===== config.mk =====
export PLATFORM = sky130hd
export DESIGN_NAME = logic_sweep_sequencer_flat
export DESIGN_NICKNAME = d
export VERILOG_FILES = /design/src/rtl/lu_pkg.sv /design/src/rtl/logic_sweep_sequencer_if.sv /design/src/rtl/lu_golden.sv /design/src/rtl/logic_sweep_sequencer.sv /design/src/flat_wrapper.sv
export SDC_FILE = /design/constraint.sdc
export NUM_CORES = 1
export LEC_CHECK = 0
export BUFFER_PORTS_ARGS = -buffer_cell sky130_fd_sc_hd__buf_2
export CAP_MARGIN = 20
export CORE_ASPECT_RATIO = 1.25
export CORE_UTILIZATION = 57
export CTS_BUF_LIST = sky130_fd_sc_hd__clkbuf_2
export DETAILED_ROUTE_END_ITERATION = 7
export PLACE_DENSITY = 0.82
export SYNTH_ARGS = -nofsm -noshare
export SYNTH_HDL_FRONTEND = slang
export SYNTH_SLANG_ARGS = --single-unit

===== constraint.sdc =====
create_clock -name clk -period 2.6 [get_ports clk]
set_input_delay 0.39 -clock clk [delete_from_list [all_inputs] [get_ports clk]]
set_output_delay 0.39 -clock clk [all_outputs]
set_load 0.02 [all_outputs]

===== src/rtl/lu_pkg.sv =====
// Shared definitions for the logic-unit sweep sequencer: state encoding,
// the golden truth table and the bit positions of the minterm index.
package lu_pkg;

  typedef enum logic [1:0] {
    IDLE = 2'd0,
    RUN  = 2'd1,
    DONE = 2'd2
  } state_e;

  // Bit m is the expected unit output for minterm m = {sel1, sel2, a, b}.
  localparam logic [15:0] LU_GOLDEN_TABLE = 16'h17E8;

  localparam int SEL1_BIT = 3;
  localparam int SEL2_BIT = 2;
  localparam int A_BIT    = 1;
  localparam int B_BIT    = 0;

endpackage


===== src/rtl/logic_sweep_sequencer_if.sv =====
// Bundle between the sweep sequencer and its environment (logic unit + host).
// The master side is the sequencer itself.
interface logic_sweep_sequencer_if;

  logic        start;
  logic        s_in;
  logic        a_out;
  logic        b_out;
  logic        sel1_out;
  logic        sel2_out;
  logic [3:0]  m;
  logic        busy;
  logic        done;
  logic [15:0] table_out;
  logic        err;
  logic [4:0]  err_count;

  modport master (
    input  start, s_in,
    output a_out, b_out, sel1_out, sel2_out, m,
           busy, done, table_out, err, err_count
  );

  modport slave (
    output start, s_in,
    input  a_out, b_out, sel1_out, sel2_out, m,
           busy, done, table_out, err, err_count
  );

endinterface


===== src/rtl/lu_golden.sv =====
// Reference model of the selectable AND/OR/NAND/NOR unit: expected output
// bit for a given minterm index.
module lu_golden
  import lu_pkg::*;
(
  input  logic [3:0] m_i,
  output logic       expected_o
);

  assign expected_o = LU_GOLDEN_TABLE[m_i];

endmodule


===== src/rtl/logic_sweep_sequencer.sv =====
// Steps the logic unit through all 16 minterms, samples its result after
// SETTLE cycles per vector and checks the captured table against the golden one.
module logic_sweep_sequencer
  import lu_pkg::*;
#(
  parameter int unsigned SETTLE = 1
) (
  input  logic                     clk,
  input  logic                     reset,
  logic_sweep_sequencer_if.master  bus
);

  localparam logic [3:0] SETTLE_LAST = 4'(SETTLE - 1);

  state_e      state_q;
  logic [3:0]  m_q;
  logic [3:0]  wait_q;
  logic        busy_q;
  logic        done_q;
  logic [15:0] table_q;
  logic        err_q;
  logic [4:0]  err_count_q;
  logic        expected;

  lu_golden u_golden (
    .m_i        (m_q),
    .expected_o (expected)
  );

  // Sampling happens on the last settle cycle of each vector; the table,
  // error flag and count survive until the next accepted start.
  always_ff @(posedge clk or posedge reset) begin
    if (reset) begin
      state_q     <= IDLE;
      m_q         <= 4'd0;
      wait_q      <= 4'd0;
      busy_q      <= 1'b0;
      done_q      <= 1'b0;
      table_q     <= 16'h0000;
      err_q       <= 1'b0;
      err_count_q <= 5'd0;
    end else begin
      case (state_q)
        IDLE: begin
          if (bus.start) begin
            state_q     <= RUN;
            busy_q      <= 1'b1;
            m_q         <= 4'd0;
            wait_q      <= 4'd0;
            table_q     <= 16'h0000;
            err_q       <= 1'b0;
            err_count_q <= 5'd0;
          end
        end
        RUN: begin
          if (wait_q == SETTLE_LAST) begin
            table_q[m_q] <= bus.s_in;
            if (bus.s_in != expected) begin
              err_q       <= 1'b1;
              err_count_q <= err_count_q + 5'd1;
            end
            wait_q <= 4'd0;
            if (m_q == 4'd15) begin
              state_q <= DONE;
              busy_q  <= 1'b0;
              done_q  <= 1'b1;
            end else begin
              m_q <= m_q + 4'd1;
            end
          end else begin
            wait_q <= wait_q + 4'd1;
          end
        end
        DONE: begin
          state_q <= IDLE;
          done_q  <= 1'b0;
          m_q     <= 4'd0;
        end
        default: begin
          state_q <= IDLE;
          busy_q  <= 1'b0;
          done_q  <= 1'b0;
        end
      endcase
    end
  end

  assign bus.m         = m_q;
  assign bus.sel1_out  = m_q[SEL1_BIT];
  assign bus.sel2_out  = m_q[SEL2_BIT];
  assign bus.a_out     = m_q[A_BIT];
  assign bus.b_out     = m_q[B_BIT];
  assign bus.busy      = busy_q;
  assign bus.done      = done_q;
  assign bus.table_out = table_q;
  assign bus.err       = err_q;
  assign bus.err_count = err_count_q;

endmodule


===== src/flat_wrapper.sv =====
// flat-port wrapper written by rule: the top's interface ports become plain ports
module logic_sweep_sequencer_flat import lu_pkg::*;
#(
  parameter int unsigned SETTLE = 1
)
  (clk, reset, bus_start, bus_s_in, bus_a_out, bus_b_out, bus_sel1_out, bus_sel2_out, bus_m, bus_busy, bus_done, bus_table_out, bus_err, bus_err_count);
  logic_sweep_sequencer_if bus_i ();
  input  logic clk;
  input  logic reset;
  input wire logic [$bits(bus_i.start)-1:0] bus_start;
  input wire logic [$bits(bus_i.s_in)-1:0] bus_s_in;
  output wire logic [$bits(bus_i.a_out)-1:0] bus_a_out;
  output wire logic [$bits(bus_i.b_out)-1:0] bus_b_out;
  output wire logic [$bits(bus_i.sel1_out)-1:0] bus_sel1_out;
  output wire logic [$bits(bus_i.sel2_out)-1:0] bus_sel2_out;
  output wire logic [$bits(bus_i.m)-1:0] bus_m;
  output wire logic [$bits(bus_i.busy)-1:0] bus_busy;
  output wire logic [$bits(bus_i.done)-1:0] bus_done;
  output wire logic [$bits(bus_i.table_out)-1:0] bus_table_out;
  output wire logic [$bits(bus_i.err)-1:0] bus_err;
  output wire logic [$bits(bus_i.err_count)-1:0] bus_err_count;
  assign bus_i.start = bus_start;
  assign bus_i.s_in = bus_s_in;
  assign bus_a_out = bus_i.a_out;
  assign bus_b_out = bus_i.b_out;
  assign bus_sel1_out = bus_i.sel1_out;
  assign bus_sel2_out = bus_i.sel2_out;
  assign bus_m = bus_i.m;
  assign bus_busy = bus_i.busy;
  assign bus_done = bus_i.done;
  assign bus_table_out = bus_i.table_out;
  assign bus_err = bus_i.err;
  assign bus_err_count = bus_i.err_count;
  logic_sweep_sequencer #(.SETTLE(SETTLE)) u_core (.clk(clk), .reset(reset), .bus(bus_i));
endmodule

==> summary.txt, run 1 <==
Run status
  – Run status: finished clean

CTS
  – # Post-CTS Setup Buffers: 0
  – Number of buffers on the longest clock path: 2
  – Clk pin slew, worst setup/hold paths: 170 ps
  – TritonCTS Buffers: 5
  – Cells resized by post-CTS repair: 0
  – Clock sink count: 34
  – Clock Tree Root: sky130_fd_sc_hd__clkbuf_2
  – Deepest level of the CTS H-tree: 2
  – Clock tree from TritonCTS: built
  – Insertion delay of the later-clocked pin in the worst-skew pair: 380 ps
  – Cts hold-fix bufs: 0

Yosys
  – Mapped cell area: 0.00181 mm²
  – Portion of netlist area occupied by mux cells: 0.0124
  – Syn Area/Cell: 9.24 µm²
  – Synthesized instance count: 196
  – Post-synthesis sequential area ratio: 0.470
  – Total number of yosys warnings: 0
  – #FFs+latches synth: 34
  – Post-synthesis share of cell area spent on full adders, half adders and majority gates: 0.0622
  – Post-synthesis simple-gate area fraction: 0.145
  – Compound-gate portion of the synthesized area: 0.236
  – Post-synthesis share of cell area spent on xor and xnor gates: 0.0138
  – Unique masters post-synth: 39
  – Dominant combinational cell family by area after synthesis: compound AO/OA/AOI/OAI gates
  – Post-Syn Nets: 209

Critical path
  – Highest net fanout along the worst path: 9
  – Critical path launch point type: flop
  – Endpoint required time on the critical path: 2930 ps
  – Kind of end point of the critical path: flop
  – Worst Setup Path Type: flop to flop
  – Capture instance of the worst register-to-register path: u_core.bus.err_count[3]$_DFFE_PP0P_
  – Number of cells on the worst reg-to-reg path: 6
  – Arrival time reported for the critical path endpoint: 2670 ps
  – Reg-to-reg slack, setup: 260 ps
  – Critical path capture point: u_core.bus.err_count[3]$_DFFE_PP0P_
  – CP Launch Point: u_core.bus.m[0]$_DFFE_PP0P_
  – Launch point of the worst reg-to-reg path: u_core.bus.m[0]$_DFFE_PP0P_

STA
  – Post-route clock period utilization: 0.902
  – Transition at the pin with the smallest max-transition slack: 632 ps
  – Final clock skew: 21.6 ps
  – Post-layout worst setup margin: 256 ps
  – Final hold violations: 0
  – Setup-failing EPs final: 0
  – Max-slew violation count: 0
  – Highest clock frequency the design can meet: 427 MHz
  – Worst relative slew slack: 0.579
  – Fin Setup TNS: 0 ps
  – Final min period: 2340 ps
  – RSZ-0062 raised after global routing: false

Final layout
  – Diodes inserted: 0
  – Layout area overhead: 12.1%
  – Fillcell total: 244
  – Share of final-layout standard cells stronger than drive strength 1: 0.224
  – Nets@finish: 242
  – Final Instance Count excl. Fillers: 264
  – Finished Cell Area: 0.00203 mm²

Global route
  – Aggregate global-route resource usage: 0.280
  – Global-route congestion overflow total: 0
  – Vias in the first global route: 1,517
  – Number of antenna violations at the first check in global routing: 0
  – Wire length of the first global-routing pass: 6960 µm
  – Maximum number of pins on one net before global-route repair: 35

Pwr
  – Sequential power share: 0.379
  – Switching power of the nets: 0.00104 W
  – Part of the power in combinational logic: 0.522
  – Leakage power summed over all cells: 0.964 nW
  – Internal power summed over all cells: 0.00117 W
  – Peak VDD IR: 0.659 mV
  – Total power: 0.00220 W
  – Part of the power in the clock network: 0.099
  – Total power per unit cell area: 1090 mW/mm²
  – Switching Fraction: 0.470

Detailed routing
  – Post-detailed-route via-to-cell ratio: 6.02
  – Number of remaining DRC errors: 0
  – Routed via count: 1,590
  – Routed wirelength normalized by instance count: 16.0 µm
  – Total wirelength of the detailed-routed design: 4230 µm
  – Post-detailed-route count of antenna-violating nets: 0
  – Count of routing violations after the opening detailed-route iteration: 61
  – TritonRoute pass-1 iters: 4

Floorplanning
  – Y dimension of the die: 65.0 µm
  – Full die area: 0.00341 mm²
  – Area inside the core boundary: 0.00297 mm²
  – Horizontal extent of the die: 52.4 µm
  – Effective utilization at floorplan: 0.609
  – Number of rows in the core area: 22
  – Top-level I/O count: 36

Placed design
  – Final estimated routing congestion in global placement: 0.913
  – Number of buffer cells added on primary ports: 35
  – Cells after DPL: 258
  – HPWL after detailed placement: 2950 µm
  – Worst slack, placed: 281 ps
  – Total cell area at the placement stage: 0.00200 mm²

Hold path
  – Hold Crit Class: input pin to asynchronous set/reset pin

Flow run
  – Maxcap violations: 0
==> sequential cells by signal, indices dropped and copies added, names as in the netlist <==
register              cells
u_core.bus.table_out     16
u_core.wait_q             4
u_core.bus.done           1
u_core.bus.m              4
u_core.bus.err_count      5
u_core.state_q            2
u_core.bus.busy           1
u_core.bus.err            1
==> through the flow <==
| step | utilization | hold WS, ps |
|---|---|---|
| 2_1_floorplan | - | 471 |
| 3_3_place_gp | 0.673 | 484 |
| 3_5_place_dp | 0.673 | 492 |
| 4_1_cts | 0.683 | 92.6 |
| 5_1_grt | 0.683 | 104 |
| 6_report | 0.683 | 79.5 |
==> cell type report <==
cell class | count | area [µm²] | share of cell area
Sequential cell | 34 | 851 | 0.419
Multi-Input combinational cell | 137 | 851 | 0.419
Timing Repair Buffer | 40 | 213 | 0.105
Tap cell | 36 | 45.0 | 0.0222
Inverter | 11 | 41.3 | 0.0203
Clock buffer | 5 | 25.0 | 0.0123
Clock inverter | 1 | 3.75 | 0.00185
==> how the worst min path moves through the flow <==
stage                                             start                                  end  slack [ps]  cells past startpoint
global placement             u_core.bus.err$_DFFE_PP0P_           u_core.bus.err$_DFFE_PP0P_         480                      1
finish                                            reset         u_core.wait_q[1]$_DFFE_PP0P_          80                      3
detailed placement  u_core.bus.table_out[0]$_DFFE_PP0P_  u_core.bus.table_out[0]$_DFFE_PP0P_         490                      2
CTS                                               reset           u_core.bus.err$_DFFE_PP0P_          90                      3
floorplan                  u_core.wait_q[3]$_DFFE_PP0P_         u_core.wait_q[3]$_DFFE_PP0P_         470                      1
global route                                      reset         u_core.wait_q[1]$_DFFE_PP0P_         100                      3
==> critical path: stages (launching register included) <==
cell,delay [ps]
sky130_fd_sc_hd__dfrtp_1,520
sky130_fd_sc_hd__inv_1,150
sky130_fd_sc_hd__ha_1,300
sky130_fd_sc_hd__mux4_2,530
sky130_fd_sc_hd__xnor2_2,220
sky130_fd_sc_hd__or4_1,520
sky130_fd_sc_hd__nand3_1,80
==> layer usage <==
layer	part of all wire	up-vias	global-route usage
met5	0	-	0
met4	0.025	0	0.125
met3	0.058	13	0.0634
met2	0.50	67	0.449
met1	0.42	756	0.353
li1	-	754	-
==> cells in the final DEF, fill, tap and decap left out, types with 2 or more instances in the layout <==
cell type,count
sky130_fd_sc_hd__nor3_1,2
sky130_fd_sc_hd__buf_4,5
sky130_fd_sc_hd__a31oi_1,5
sky130_fd_sc_hd__nand3_1,6
sky130_fd_sc_hd__inv_1,11
sky130_fd_sc_hd__o21ai_0,39
sky130_fd_sc_hd__nand2b_1,7
sky130_fd_sc_hd__clkbuf_2,5
sky130_fd_sc_hd__nand2_1,16
sky130_fd_sc_hd__a21oi_1,15
sky130_fd_sc_hd__ha_1,9
sky130_fd_sc_hd__buf_2,35
sky130_fd_sc_hd__nor2b_1,4
sky130_fd_sc_hd__nor2_1,4
sky130_fd_sc_hd__a21o_1,3
sky130_fd_sc_hd__a22o_1,2
sky130_fd_sc_hd__or2_2,2
sky130_fd_sc_hd__o211ai_1,2
sky130_fd_sc_hd__or4_1,2
sky130_fd_sc_hd__dfrtp_1,34
==> power groups by stage <==
stage | registers (W) | clock network (W) | logic [W]
final | 0.000834 | 0.000218 | 0.00115
after global routing | 0.000855 | 0.000243 | 0.00126
after CTS | 0.000832 | 0.000220 | 0.00114
after detailed placement | 0.000844 | 0 | 0.00114
after global placement | 0.000825 | 0 | 0.00109
after floorplan | 0.000991 | 0 | 0.000664
==> kinds of logic after synthesis <==
logic type,Yosys count
AOI/OAI and AO/OA,75
DFF,34
buffers and inverters,25
adders and majority gates,9
and+or+nand+nor,50
muxes,1
xor gates and xnor gates,2
==> synth_stat cells <==
| library cell | number | area (µm²) |
|---|---|---|
| sky130_fd_sc_hd__nor2_1 | 4 | 15.0 |
| sky130_fd_sc_hd__nor2b_1 | 4 | 25.0 |
| sky130_fd_sc_hd__a31o_2 | 1 | 8.76 |
| sky130_fd_sc_hd__o31ai_1 | 1 | 7.51 |
| sky130_fd_sc_hd__a22o_1 | 2 | 17.5 |
| sky130_fd_sc_hd__or4_1 | 2 | 15.0 |
| sky130_fd_sc_hd__xnor2_1 | 1 | 8.76 |
| sky130_fd_sc_hd__and2_1 | 1 | 6.26 |
| sky130_fd_sc_hd__nand2b_1 | 7 | 43.8 |
| sky130_fd_sc_hd__or2_2 | 2 | 12.5 |
| sky130_fd_sc_hd__nor4_1 | 1 | 6.26 |
| sky130_fd_sc_hd__ha_1 | 9 | 113 |
| sky130_fd_sc_hd__or3_1 | 1 | 6.26 |
| sky130_fd_sc_hd__o21a_1 | 1 | 7.51 |
| sky130_fd_sc_hd__nand2_1 | 16 | 60.1 |
| sky130_fd_sc_hd__o311ai_0 | 1 | 8.76 |
| sky130_fd_sc_hd__buf_1 | 1 | 3.75 |
| sky130_fd_sc_hd__o22ai_1 | 1 | 6.26 |
| sky130_fd_sc_hd__a31oi_1 | 5 | 31.3 |
| sky130_fd_sc_hd__buf_4 | 4 | 30.0 |
| sky130_fd_sc_hd__o21bai_1 | 1 | 7.51 |
| sky130_fd_sc_hd__mux4_2 | 1 | 22.5 |
| sky130_fd_sc_hd__a22oi_1 | 1 | 7.51 |
| sky130_fd_sc_hd__nand3b_1 | 1 | 7.51 |
| sky130_fd_sc_hd__a211oi_1 | 1 | 7.51 |
| sky130_fd_sc_hd__nor3b_2 | 1 | 12.5 |
| sky130_fd_sc_hd__nand3_1 | 6 | 30.0 |
| sky130_fd_sc_hd__xnor2_2 | 1 | 16.3 |
| sky130_fd_sc_hd__a32o_1 | 1 | 10.0 |
| sky130_fd_sc_hd__a21o_1 | 3 | 22.5 |
| sky130_fd_sc_hd__o21ai_0 | 39 | 195 |
| sky130_fd_sc_hd__inv_1 | 11 | 41.3 |
| sky130_fd_sc_hd__o211ai_1 | 2 | 15.0 |
| sky130_fd_sc_hd__a21oi_1 | 15 | 75.1 |
| sky130_fd_sc_hd__dfrtp_1 | 34 | 851 |
| sky130_fd_sc_hd__nand4_1 | 1 | 6.26 |
| sky130_fd_sc_hd__and3_1 | 1 | 6.26 |
| sky130_fd_sc_hd__clkbuf_1 | 9 | 33.8 |
| sky130_fd_sc_hd__nor3_1 | 2 | 10.0 |
No activity file was read; power rests on OpenSTA's default activity.
==> inputs of run 2 (changes only) <==
--- a/config.mk
+++ b/config.mk
@@ -11,7 +11,7 @@
 export CORE_UTILIZATION = 57
 export CTS_BUF_LIST = sky130_fd_sc_hd__clkbuf_2
 export DETAILED_ROUTE_END_ITERATION = 7
-export PLACE_DENSITY = 0.82
+export PLACE_DENSITY = 0.87
 export SYNTH_ARGS = -nofsm -noshare
 export SYNTH_HDL_FRONTEND = slang
 export SYNTH_SLANG_ARGS = --single-unit
==> run 2 against run 1 <==
Compared with the run above:
- fmax up 1.1%
- sequential power about the same
- combinational power is essentially flat
- register-to-register slack better by 20 ps
- critical endpoint unchanged
- highest routed layer unchanged
- routed wire length fell by 4.5%
- count of clock-buffer cells in the layout unchanged
- final area grew 0.68%
==> summary.txt, run 2 (synthesis gave the netlist of run 1 again) <==
Final layout
  – Leading cell types in the layout, fill and taps excluded: sky130_fd_sc_hd__o21ai_0, sky130_fd_sc_hd__buf_2, sky130_fd_sc_hd__dfrtp_1
  – Finished Cell Area: 0.00204 mm² (+0.68%)
  – Layout area overhead: 12.9%
  – Nets@finish: 243 (+0.41%)
  – Share of final-layout standard cells stronger than drive strength 1: 0.235 (+0.0111)
  – Most common cell after layout, fill and taps aside: sky130_fd_sc_hd__o21ai_0
  – Final Instance Count excl. Fillers: 266 (+0.76%)
  – Diodes inserted: 0 (unchanged)
  – Largest register FFs: 16 (unchanged)

STA
  – Fin Setup TNS: 0 ps (unchanged)
  – Max-slew violation count: 0 (unchanged)
  – Final hold violations: 0 (unchanged)
  – Highest clock frequency the design can meet: 431 MHz (+1.1%)
  – Final clock skew: 9.98 ps (-11.7 ps)
  – Post-layout worst setup margin: 281 ps (+25.0 ps)
  – Final min period: 2320 ps (-25.0 ps)
  – RSZ-0062 raised after global routing: false
  – Post-route clock period utilization: 0.892 (-0.00961)
  – Transition at the pin with the smallest max-transition slack: 624 ps (-8.43 ps)
  – Worst relative slew slack: 0.584 (+0.00562)
  – Setup-failing EPs final: 0 (unchanged)

CTS
  – Clock tree from TritonCTS: built
  – Cells resized by post-CTS repair: 0 (unchanged)
  – Clk pin slew, worst setup/hold paths: 170 ps (about the same)
  – Cts hold-fix bufs: 0 (unchanged)
  – Insertion delay of the later-clocked pin in the worst-skew pair: 380 ps (about the same)
  – Clock sink count: 34 (unchanged)
  – Number of buffers on the longest clock path: 2 (unchanged)
  – # Post-CTS Setup Buffers: 0 (unchanged)
  – Clock Tree Root: sky130_fd_sc_hd__clkbuf_2
  – TritonCTS Buffers: 5 (unchanged)
  – Deepest level of the CTS H-tree: 2 (unchanged)

Detailed routing
  – Routed via count: 1,549 (-2.6%)
  – Post-detailed-route count of antenna-violating nets: 0 (unchanged)
  – Count of routing violations after the opening detailed-route iteration: 47 (-23%)
  – Total wirelength of the detailed-routed design: 4040 µm (-4.5%)
  – Number of remaining DRC errors: 0 (unchanged)
  – Post-detailed-route via-to-cell ratio: 5.82 (-3.3%)
  – Routed wirelength normalized by instance count: 15.2 µm (-5.3%)
  – TritonRoute pass-1 iters: 5 (+1)

Placed design
  – Worst slack, placed: 317 ps (+36.3 ps)
  – Number of buffer cells added on primary ports: 35 (unchanged)
  – HPWL after detailed placement: 2860 µm (-3.0%)
  – Final estimated routing congestion in global placement: 0.904 (-1.0%)
  – Cells after DPL: 259 (+0.39%)
  – Total cell area at the placement stage: 0.00201 mm² (+0.38%)

Global route
  – Maximum number of pins on one net before global-route repair: 35 (unchanged)
  – Global-route congestion overflow total: 0 (unchanged)
  – Vias in the first global route: 1,468 (-3.2%)
  – Aggregate global-route resource usage: 0.270 (-0.0105)
  – Number of antenna violations at the first check in global routing: 0 (unchanged)
  – Wire length of the first global-routing pass: 6730 µm (-3.3%)

Pwr
  – Peak VDD IR: 0.675 mV (+2.5%)
  – Leakage power summed over all cells: 0.976 nW (+1.2%)
  – Total power per unit cell area: 1080 mW/mm² (-0.55%)

Floorplanning
  – Top-level I/O count: 36 (unchanged)
  – Y dimension of the die: 65.0 µm (unchanged)
  – Horizontal extent of the die: 52.4 µm (unchanged)
  – Number of rows in the core area: 22 (unchanged)
  – Area inside the core boundary: 0.00297 mm² (unchanged)
  – Full die area: 0.00341 mm² (unchanged)
  – Effective utilization at floorplan: 0.609 (unchanged)

Critical path
  – Worst path slowest cell: sky130_fd_sc_hd__mux4_2
  – Arrival time reported for the critical path endpoint: 2650 ps (-20 ps)
  – Worst stage delay on the critical path: 520 ps (about the same)
  – Kind of end point of the critical path: flop
  – Critical path launch point type: flop
  – List of cells traversed by the critical path: inv_1 -> ha_1 -> mux4_2 -> xnor2_2 -> or4_1 -> nand3_1
  – Highest net fanout along the worst path: 9 (unchanged)
  – Worst Setup Path Type: flop to flop
  – Number of cells on the worst reg-to-reg path: 6 (unchanged)
  – Endpoint required time on the critical path: 2930 ps (about the same)

Flow run
  – Maxcap violations: 0 (unchanged)

Hold path
  – Hold Crit Class: input pin to asynchronous set/reset pin

Run status
  – Run status: finished clean
run 2: path summary, 6_finish.rpt:
| path | from | endpoint | slack, ps |
|---|---|---|---|
| max | u_core.bus.m[0]$_DFFE_PP0P_ | u_core.bus.err_count[3]$_DFFE_PP0P_ | 280 |
| min | reset | u_core.bus.err_count[4]$_DFFE_PP0P_ | 60 |
| max reg2reg | u_core.bus.m[0]$_DFFE_PP0P_ | u_core.bus.err_count[3]$_DFFE_PP0P_ | 280 |
| min reg2reg | u_core.bus.err$_DFFE_PP0P_ | u_core.bus.err$_DFFE_PP0P_ | 530 |
| max in group asynchronous | reset | u_core.bus.table_out[7]$_DFFE_PP0P_ | 2230 |
| min in group clk | bus_start | u_core.wait_q[0]$_DFFE_PP0P_ | 360 |
run 2: report_power, final:
part	internal [W]	leakage, nW	switching [W]
clock network	0.0000581	0.0286	0.000174
logic	0.000430	0.527	0.000709
registers	0.000687	0.420	0.000148
run 2: cell type report:
class	instances	area, µm²
clock inverters	2	10.0
multi-input cells	137	851
inverters	11	41.3
well taps	36	45.0
fillers	250	930
clock buffers	5	25.0
flip-flops and latches	34	851
repair buffers	41	220
run 2: worst max-delay path: cells and delay by family, from the launching register on:
kind | cells | cell delay, ps
buffers and inverters | 1 | 140
muxes | 1 | 520
and+or+nand+nor | 2 | 590
adders and majority gates | 1 | 300
xor gates and xnor gates | 1 | 210
DFF | 1 | 510
run 2: per-layer routing:
layer / vias to the layer above / wire (µm) / track usage
met4: 0 / 68 / 0.0954
met5: - / 0 / 0
met2: 55 / 2050 / 0.460
met1: 728 / 1690 / 0.323
li1: 758 / - / -
met3: 8 / 224 / 0.0634
run 2: stage by stage:
stage | power (W) | hold slack (ps) | util
after floorplan | 0.00165 | 471 | -
after global placement | 0.00194 | 487 | 0.676
after CTS | 0.00221 | 70.3 | 0.687
after global routing | 0.00238 | 86.5 | 0.687
final | 0.00221 | 57.0 | 0.687
after detailed placement | 0.00198 | 491 | 0.676
==> inputs of run 3 (changes only) <==
--- a/config.mk
+++ b/config.mk
@@ -12,6 +12,7 @@
 export CTS_BUF_LIST = sky130_fd_sc_hd__clkbuf_2
 export DETAILED_ROUTE_END_ITERATION = 7
 export PLACE_DENSITY = 0.87
+export REMOVE_ABC_BUFFERS = 1
 export SYNTH_ARGS = -nofsm -noshare
 export SYNTH_HDL_FRONTEND = slang
 export SYNTH_SLANG_ARGS = --single-unit
==> run 3 against run 2 <==
Compared with the run above:
- critical path depth unchanged
- non-clock buffer count down 2
- sequential cell count unchanged
- fmax up 0.30%
- first-iteration DRC count up 2.1%
- setup slack better by 6.9 ps
- total power up 9.9%
- global-route usage down 0.30 points
- hold slack worse by 32 ps
- combinational power about the same
- sequential power down 0.6%
- routed wire length up 1.3%
- critical endpoint unchanged
==> summary.txt, run 3 (synthesis gave the netlist of run 1 again) <==
STA
  – Max-slew violation count: 0 (unchanged)
  – Final min period: 2310 ps (-6.94 ps)
  – Fin Setup TNS: 0 ps (unchanged)
  – Setup-failing EPs final: 0 (unchanged)
  – Final hold violations: 0 (unchanged)
  – Worst relative slew slack: 0.568 (-0.0159)
  – Transition at the pin with the smallest max-transition slack: 647 ps (+23.2 ps)
  – Hold_ws: 25.4 ps (-31.6 ps)
  – Final clock skew: 32.2 ps (+22.3 ps)
  – RSZ-0062 raised after global routing: false
  – Highest clock frequency the design can meet: 432 MHz (+0.30%)
  – Post-route clock period utilization: 0.889 (-0.00267)

Final layout
  – Diodes inserted: 0 (unchanged)
  – Share of final-layout standard cells stronger than drive strength 1: 0.231 (-0.00334)
  – Largest register FFs: 16 (unchanged)
  – Nets@finish: 241 (-0.82%)
  – Final Instance Count excl. Fillers: 265 (-0.38%)
  – Leading cell types in the layout, fill and taps excluded: sky130_fd_sc_hd__o21ai_0, sky130_fd_sc_hd__buf_2, sky130_fd_sc_hd__dfrtp_1
  – Layout area overhead: 15.3%
  – Most common cell after layout, fill and taps aside: sky130_fd_sc_hd__o21ai_0

CTS
  – TritonCTS Buffers: 5 (unchanged)
  – Clock Tree Root: sky130_fd_sc_hd__clkbuf_2
  – Clock tree from TritonCTS: built
  – Clock sink count: 34 (unchanged)
  – Cts hold-fix bufs: 0 (unchanged)
  – Insertion delay of the later-clocked pin in the worst-skew pair: 400 ps (+20 ps)
  – Deepest level of the CTS H-tree: 2 (unchanged)
  – Cells resized by post-CTS repair: 0 (unchanged)
  – Clk pin slew, worst setup/hold paths: 210 ps (+40 ps)
  – Number of buffers on the longest clock path: 2 (unchanged)
  – # Post-CTS Setup Buffers: 0 (unchanged)

Floorplanning
  – Effective utilization at floorplan: 0.609 (unchanged)
  – Area inside the core boundary: 0.00297 mm² (unchanged)
  – Y dimension of the die: 65.0 µm (unchanged)
  – Horizontal extent of the die: 52.4 µm (unchanged)
  – Top-level I/O count: 36 (unchanged)
  – Number of rows in the core area: 22 (unchanged)
  – Full die area: 0.00341 mm² (unchanged)

Run status
  – Run status: finished clean

Critical path
  – Highest net fanout along the worst path: 9 (unchanged)
  – Endpoint required time on the critical path: 2960 ps (+30 ps)
  – Arrival time reported for the critical path endpoint: 2680 ps (+30 ps)
  – Kind of end point of the critical path: flop
  – Number of cells on the worst reg-to-reg path: 6 (unchanged)
  – List of cells traversed by the critical path: inv_1 -> ha_1 -> mux4_2 -> xnor2_2 -> or4_1 -> nand3_1
  – Reg-to-reg slack, setup: 290 ps (about the same)
  – Worst path slowest cell: sky130_fd_sc_hd__mux4_2
  – Capture instance of the worst register-to-register path: u_core.bus.err_count[3]$_DFFE_PP0P_
  – Launch point of the worst reg-to-reg path: u_core.bus.m[0]$_DFFE_PP0P_
  – Worst stage delay on the critical path: 530 ps (about the same)
  – Worst Setup Path Type: flop to flop
  – Critical path launch point type: flop

Placed design
  – HPWL after detailed placement: 3000 µm (+4.9%)
  – Number of buffer cells added on primary ports: 35 (unchanged)
  – Final estimated routing congestion in global placement: 0.838 (-7.3%)
  – Cells after DPL: 257 (-0.77%)

Detailed routing
  – Post-detailed-route count of antenna-violating nets: 0 (unchanged)
  – TritonRoute pass-1 iters: 4 (-1)
  – Number of remaining DRC errors: 0 (unchanged)
  – Count of routing violations after the opening detailed-route iteration: 48 (+2.1%)
  – Total wirelength of the detailed-routed design: 4090 µm (+1.3%)
  – Post-detailed-route via-to-cell ratio: 6.00 (+3.1%)
  – Routed via count: 1,591 (+2.7%)
  – Routed wirelength normalized by instance count: 15.4 µm (+1.7%)

Global route
  – Wire length of the first global-routing pass: 6620 µm (-1.6%)
  – Vias in the first global route: 1,478 (+0.68%)
  – Maximum number of pins on one net before global-route repair: 23 (-34%)
  – Number of antenna violations at the first check in global routing: 0 (unchanged)
  – Aggregate global-route resource usage: 0.267 (-0.00297)
  – Global-route congestion overflow total: 0 (unchanged)

Pwr
  – Leakage power summed over all cells: 0.991 nW (+1.5%)
  – Peak VDD IR: 0.965 mV (+43%)
  – Total power per unit cell area: 1160 mW/mm² (+7.6%)

Flow run
  – Maxcap violations: 0 (unchanged)

Hold path
  – Hold Crit Class: input pin to asynchronous set/reset pin
[run 3: changes by cell type in the layout (fill, tap and decap cells not counted)]
| cell | delta |
|---|---|
| sky130_fd_sc_hd__clkinv_2 | -2 |
| sky130_fd_sc_hd__bufinv_16 | +2 |
| sky130_fd_sc_hd__clkinv_4 | +1 |
| sky130_fd_sc_hd__buf_4 | -2 |
[run 3: layout make-up]
cell class / instances / area, µm²
fill: 243 / 886
sequential: 34 / 851
multi-input combinational: 137 / 851
timing repair buffer: 39 / 205
clock inverter: 3 / 68.8
tap: 36 / 45.0
inverter: 11 / 41.3
clock buffer: 5 / 25.0
[run 3: how the worst max path moves through the flow]
stage                                      startpoint                                   to  depth (start not counted)
after floorplan           u_core.bus.m[0]$_DFFE_PP0P_  u_core.bus.err_count[3]$_DFFE_PP0P_                          6
after global placement    u_core.bus.m[0]$_DFFE_PP0P_  u_core.bus.err_count[3]$_DFFE_PP0P_                          6
after detailed placement  u_core.bus.m[0]$_DFFE_PP0P_  u_core.bus.err_count[3]$_DFFE_PP0P_                          6
after CTS                 u_core.bus.m[0]$_DFFE_PP0P_  u_core.bus.err_count[3]$_DFFE_PP0P_                          6
after global routing      u_core.bus.m[0]$_DFFE_PP0P_  u_core.bus.err_count[3]$_DFFE_PP0P_                          6
final                     u_core.bus.m[0]$_DFFE_PP0P_  u_core.bus.err_count[3]$_DFFE_PP0P_                          6
[run 3: critical path: cells and delay by family, from the launching register on]
kind                       cells  cell delay [ps]
and+or+nand+nor                2              610
muxes                          1              530
DFF                            1              510
adders and majority gates      1              280
xor gates and xnor gates       1              220
buffers and inverters          1              140
[run 3: report_power, final]
group	internal, W	switching, W	total [W]
Clock	0.000261	0.000194	0.000455
Combinational	0.000417	0.000721	0.00114
Sequential	0.000687	0.000143	0.000830
Total	0.00136	0.00106	0.00242
[run 3: per-stage QoR]
stage	instance area (µm²)	utilization	worst slack, ps	power [W]
6_report	2090	0.702	288	0.00242
5_1_grt	2090	0.702	163	0.00259
4_1_cts	2090	0.702	294	0.00242
3_5_place_dp	1990	0.670	316	0.00197
3_3_place_gp	1990	0.670	367	0.00193
2_1_floorplan	1740	-	182	0.00160
[run 3: metal layers]
layer	share of wire	vias to the layer above	track usage
met5	0	-	0
met4	0.020	0	0.122
met3	0.051	9	0.0798
met2	0.54	56	0.454
met1	0.39	768	0.296
li1	-	758	-
